### src/rtl/vec_sweep_misr.sv
// Exhaustive input-vector sequencer for combinational blocks. Each sampled response is
// folded into a Galois MISR, and the final signature is compared against a golden value.
module vec_sweep_misr #(
  parameter int unsigned       N_IN   = 4,
  parameter int unsigned       N_OUT  = 2,
  parameter int unsigned       SETTLE = 1,
  parameter int unsigned       MISR_W = 16,
  parameter logic [MISR_W-1:0] POLY   = 16'hB400,
  parameter logic [MISR_W-1:0] SEED   = 16'hFFFF
) (
  input  logic              clk,
  input  logic              rst_n,
  input  logic              start,
  input  logic              abort,
  input  logic              mode,
  input  logic              step,
  input  logic [MISR_W-1:0] expected_sig,
  input  logic [N_OUT-1:0]  dut_in,
  output logic [N_IN-1:0]   vec_out,
  output logic              busy,
  output logic              done,
  output logic              cap_valid,
  output logic [N_IN-1:0]   cap_vec,
  output logic [N_OUT-1:0]  cap_resp,
  output logic [MISR_W-1:0] signature,
  output logic              pass
);

  localparam int unsigned CntW = (SETTLE > 1) ? $clog2(SETTLE) : 1;
  localparam logic [CntW-1:0] CntLast = CntW'(SETTLE - 1);
  localparam logic [N_IN-1:0] VecLast = '1;

  typedef enum logic [1:0] {StIdle, StWait, StHold, StDone} state_e;

  state_e            state_q;
  logic [CntW-1:0]   cnt_q;
  logic              mode_q;
  logic [MISR_W-1:0] sig_next;

  assign sig_next = {signature[MISR_W-2:0], 1'b0}
                  ^ (signature[MISR_W-1] ? POLY : '0)
                  ^ MISR_W'(dut_in);

  assign pass = done && (signature == expected_sig);

  always_ff @(posedge clk or negedge rst_n) begin
    if (!rst_n) begin
      state_q   <= StIdle;
      cnt_q     <= '0;
      mode_q    <= 1'b0;
      vec_out   <= '0;
      busy      <= 1'b0;
      done      <= 1'b0;
      cap_valid <= 1'b0;
      cap_vec   <= '0;
      cap_resp  <= '0;
      signature <= SEED;
    end else begin
      cap_valid <= 1'b0;
      // abort leaves the signature untouched so a partial result stays inspectable
      if (abort) begin
        state_q <= StIdle;
        vec_out <= '0;
        busy    <= 1'b0;
        done    <= 1'b0;
      end else begin
        unique case (state_q)
          StIdle, StDone: begin
            if (start) begin
              state_q   <= StWait;
              vec_out   <= '0;
              signature <= SEED;
              cnt_q     <= '0;
              mode_q    <= mode;
              busy      <= 1'b1;
              done      <= 1'b0;
            end
          end
          StWait: begin
            if (cnt_q == CntLast) begin
              cap_vec   <= vec_out;
              cap_resp  <= dut_in;
              cap_valid <= 1'b1;
              signature <= sig_next;
              // the terminal vector ends the sweep, so the vector counter never wraps
              if (vec_out == VecLast) begin
                state_q <= StDone;
                busy    <= 1'b0;
                done    <= 1'b1;
              end else if (mode_q) begin
                state_q <= StHold;
              end else begin
                vec_out <= vec_out + 1'b1;
                cnt_q   <= '0;
              end
            end else begin
              cnt_q <= cnt_q + 1'b1;
            end
          end
          StHold: begin
            if (step) begin
              vec_out <= vec_out + 1'b1;
              cnt_q   <= '0;
              state_q <= StWait;
            end
          end
          default: state_q <= StIdle;
        endcase
      end
    end
  end

endmodule

### config.mk
export PLATFORM = sky130hd
export DESIGN_NAME = vec_sweep_misr
export DESIGN_NICKNAME = d
export VERILOG_FILES = /design/src/rtl/vec_sweep_misr.sv
export SDC_FILE = /design/constraint.sdc
export NUM_CORES = 1
export LEC_CHECK = 0
export ABC_CLOCK_PERIOD_IN_PS = 2200
export CAP_MARGIN = 10
export CORE_MARGIN = 3
export CORE_UTILIZATION = 48
export CTS_BUF_LIST = sky130_fd_sc_hd__clkbuf_2
export DETAILED_ROUTE_END_ITERATION = 8
export HOLD_SLACK_MARGIN = 0.15
export PLACE_DENSITY = 0.82
export SLEW_MARGIN = 40
export SYNTH_ARGS = -nofsm -noshare
export SYNTH_HDL_FRONTEND = slang
export SYNTH_SLANG_ARGS = --single-unit
### constraint.sdc
create_clock -name clk -period 2.2 [get_ports clk]
set_input_delay 0.22 -clock clk [delete_from_list [all_inputs] [get_ports clk]]
set_output_delay 0.22 -clock clk [all_outputs]
set_load 0.01 [all_outputs]
* Yosys cells after proc, flatten, opt, wreduce, memory -nomap -nowiden
Index checks and enable logic that the tools add are counted.
** Operators by class
- Eq/ne operators :: 15
- Muxes and demuxes :: 34
- Bitwise logic cells :: 4
- Reduce and logical (&&, ||, !) cells :: 12
- Add/sub/neg operators :: 2
** Operators by type and width (count)
- 16-bit two-way mux :: 3
- 16-bit case mux with 2 select lines :: 1
- 4-bit two-way mux :: 6
- 3-bit != test (second input constant) :: 6
- 16-bit == test :: 1
- 16-bit bitwise XOR :: 1
- 16-bit by 2-bit bitwise XOR with 16-bit output :: 1
- 1-bit two-way mux :: 13
- 2-bit two-way mux :: 6
- 4-bit case mux with 3 select lines :: 1
- 4-bit AND reduction :: 3
- 3-bit AND reduction :: 3
- 2-bit != test (second input constant) :: 3
- 2-bit case mux with 3 select lines :: 1
- 5-bit AND reduction :: 1
- 4-bit by 1-bit adder with 4-bit output (second input constant) :: 1
- 2-bit == test (second input constant) :: 2
- 4-bit == test (second input constant) :: 1
- 4-bit != test (second input constant) :: 1
- 1-bit case mux with 2 select lines :: 2
- 1-bit case mux with 3 select lines :: 1
- 3-bit nonzero test :: 1
- 2-bit by 1-bit == test with 1-bit output (second input constant) :: 1
- 2-bit zero test :: 1
- 5 further kinds :: 6
** Word-level totals
- Register bits after elaboration :: 33
- Input port bits :: 24
- Word-level logic and storage cells :: 77

* Longest topological paths before layout
- Depth in word-level cells :: 6
- Mapped depth :: 8
- Gate-level depth less buffers :: 6

* Least setup slack after synthesis
OpenSTA, ideal clock, no wires.
- Path kind :: register to output
- Start :: register signature[15]
- End :: output port pass
- Path slack :: 0.391 ns
- Stages on the path, launching flop included :: 6
- Path buffers :: 1
- Arrival time :: 1.589 ns
- Required time :: 1.980 ns
- Cell sequence :: dfstp_2 -> clkbuf_1 -> xor2_1 -> nor4_1 -> nand4_1 -> nor3_1
** On the way
- Word-level cells in the longest chain between the ends :: 2
** Ends and longest elaborated chain
- from (decl) :: line 25 : output logic [MISR_W-1:0] signature,
- from (signal assigned) :: line 84 : signature <= sig_next;
- 16-bit == test :: line 44 : assign pass = done && (signature == expected_sig);
- 1-bit logical AND :: line 44
- to (decl) :: line 26 : output logic pass
No other way between the ends.

* Worst setup path after layout
- Start :: register signature[2]
- End :: output port pass
The elaborated chain is that of the path after synthesis.

==> results.yml <==
global_route:
  grtUsageTotal_pct: 21.0
  grt_use_met3_pct: 4.44
  grt_pass1_vias: 1342
  grt_pass1_wl_um: 6680
  grt_use_met1_pct: 26.7
  grt_overflow_total: 0
  antenna_found_initial: 0
  grt_max_degree: 33
  met2_usage_pct: 33.1
  grt_busiest_layer: "met2"
power:
  power_density_mw_per_mm2: 1220
  total_power_mw: 2.88
  peakVddDrop_mv: 0.829
  p_leak_nw: 1.01
routing:
  viasPerCell: 5.27
  vias: 1440
  drtIter0Drc: 109
  avgRoutedWirePerCell_um: 15.1
  ant_nets: 0
  drc: 0
  drtPass1Iterations: 4
  drt-total-wl_um: 4120
place:
  dp_hpwl_um: 3010
  io_buffer_count: 53
  routabilityCongestion: 0.746
  dp.cells: 263
clocking:
  cts_buffers: 5
  cts_tree: "yes"
  cts-htree-levels: 2
  cts_hold_buffers: 0
  cts.clk_slew.worst_paths_ps: 190
  cts.root.buffer_cell: "clkbuf_2"
  clock_latency_ps: 390
  cts_sinks: 32
  clockBufferDepth: 2
die:
  core_area_mm2: 0.00339
  die_x_um: 65.6
  ioPinCount: 54
  std_cell_rows: 21
  dieArea_mm2: 0.00430
  start_util_pct: 50.3
  die_h_um: 65.6
finish:
  nNetsFinal: 254
  layout-drive-gt1-share_pct: 17.6
  area_growth_pct: 38.5
  diodes: 0
  ff_latch_area_um2: 821
  filler_cell_count: 257
  multiInputGateArea_um2: 779
  fin_util_pct: 69.7
  stdcell_count: 273
synthesis:
  synth_top_area_share_pct: 24.7
  syn-cell-area_mm2: 0.00171
  synth_area_leaders: "dfstp_2 (25%), dfrtp_1 (23%), xor2_1 (8.2%), o21ai_0 (4.7%), inv_1 (3.7%)"
  synth.distinct_cells: 37
  ys_ff_latch: 32
  synthCells: 168
  seq_area_frac_synth_pct: 48.1
  synth_warnings: 0
  syn_nets: 196
  synth_area_leader_cell: "dfstp_2"
  synth_edf_count: 0
  ys_async_sr_fraction_pct: 100
  postSynthAreaPerCell_um2: 10.2
  synthFlopType: "dfstp_2"
worst_setup_path:
  criticalPathCategory: "reg2out"
  cp-start-kind: "flop"
  timing.critical_path.arrival_ps: 1840
  cp_data_required_time_ps: 1980
  crit_path_end_kind: "output port"
  path_max_fanout: 3
sta:
  rsz0062_at_grt: "false"
  hold_viol: 0
  finalSetupTns_ps: 0
  worst_slew_pin_slew_ps: 401
  setup-violations-final: 0
  relSlewSlack_pct: 73.3
  period_needed_ps: 2060
  drv_slew: 0
  fmax_mhz: 486
  whs_ps: 181
  fin_worst_skew_ps: 21.2
  final.period_utilization_pct: 93.5
status:
  status: "finished, final reports clean"
run:
  drv_cap: 0
worst_hold_path:
  min_path_type: "in2async"
## timing repair
action                                 4_1_cts  5_1_grt
endpoints found under the hold margin        0        0
setup buffers                                1        1
setup endpoints to repair                    1        1
pin swaps                                    0        2
resized for setup                            4        1
## layout by cell type, fill, tap and decap left out, drive strengths merged, types with 3 or more instances in the layout
cell type,instances
a21oi,5
dfrtp,16
mux2,6
ha,4
clkdlybuf4s50,52
clkbuf,5
o21ai,19
nand2,3
inv,17
xnor2,4
xor2,16
nor4,3
nor3,4
nor2,15
dfstp,16
mux2i,4
a31oi,7
buf,8
## through the flow
stage	cell area [um2]	worst slack, ps
2_1_floorplan	1710	391
3_3_place_gp	2280	-33.4
3_5_place_dp	2280	-74.6
4_1_cts	2360	8.99
5_1_grt	2360	39.9
6_report	2360	143
## worst paths after layout
| kind | to | start | depth (start not counted) | slack [ps] |
|---|---|---|---|---|
| setup / recovery | pass | signature[2] | 5 | 140 |
| hold / removal | state_q[1] | rst_n | 2 | 180 |
| setup reg to reg | signature[15] | state_q[0] | 7 | 240 |
| hold reg to reg | signature[5] | signature[5] | 2 | 520 |
| max in group asynchronous | signature[9] | rst_n | 2 | 1660 |
| min in group clk | signature[0] | dut_in[0] | 3 | 390 |
## where the power goes
| part | internal, mW | switching [mW] | total [mW] |
|---|---|---|---|
| Clock | 0.185 | 0.212 | 0.398 |
| Combinational | 0.725 | 0.646 | 1.37 |
| Sequential | 0.889 | 0.226 | 1.11 |
| Total | 1.80 | 1.08 | 2.88 |
## cell type report
class                      count  area share [%]
clock buffer                   5            1.06
clock inverter                 3            1.59
inverter                      17            2.70
multi-input combinational    110            33.0
sequential                    32            34.7
tap                           46            2.44
timing repair buffer          60            24.5
## per-layer routing
metal  wire, um  share of wire, %
met3        155               3.8
met4        132               3.2
met5          0                 0
met2       2060                50
met1       1780                43
## synth_stat cells (2+ instances only)
cell type   n
inv_1      17
dfrtp_1    16
dfstp_2    16
o21ai_0    16
xor2_1     16
nor2_1     15
a31oi_1     7
a21oi_1     5
buf_2       5
mux2_2      5
ha_1        4
mux2i_1     4
xnor2_1     4
clkbuf_1    3
nand2_1     3
nor3_1      3
nor4_1      3
o21ai_1     3
nand2b_1    2
nand3_1     2
nand3b_1    2
nand4_1     2
## sequential cells by signal, indices dropped and copies added (netlist names)
signal / cells
state_q: 2
cap_valid: 1
busy: 1
cap_resp: 2
vec_out: 4
signature: 16
done: 1
mode_q: 1
cap_vec: 4
## cells by family after synthesis
logic type / Yosys count / synth area share (%)
muxes: 10 / 6.31
and+or+nand+nor: 38 / 11.6
xor gates and xnor gates: 20 / 10.3
DFF: 32 / 48.1
buffers and inverters: 26 / 6.53
adders and majority gates: 4 / 2.93
AOI/OAI and AO/OA: 38 / 14.2
## critical path, cell delays in order, from the launching register on
cell,delay [ps]
dfstp_2,600
xor2_1,80
nor4_2,310
nand4_1,130
nor3_1,180
buf_2,160
Note: power is estimated with default switching activity, not from simulation.
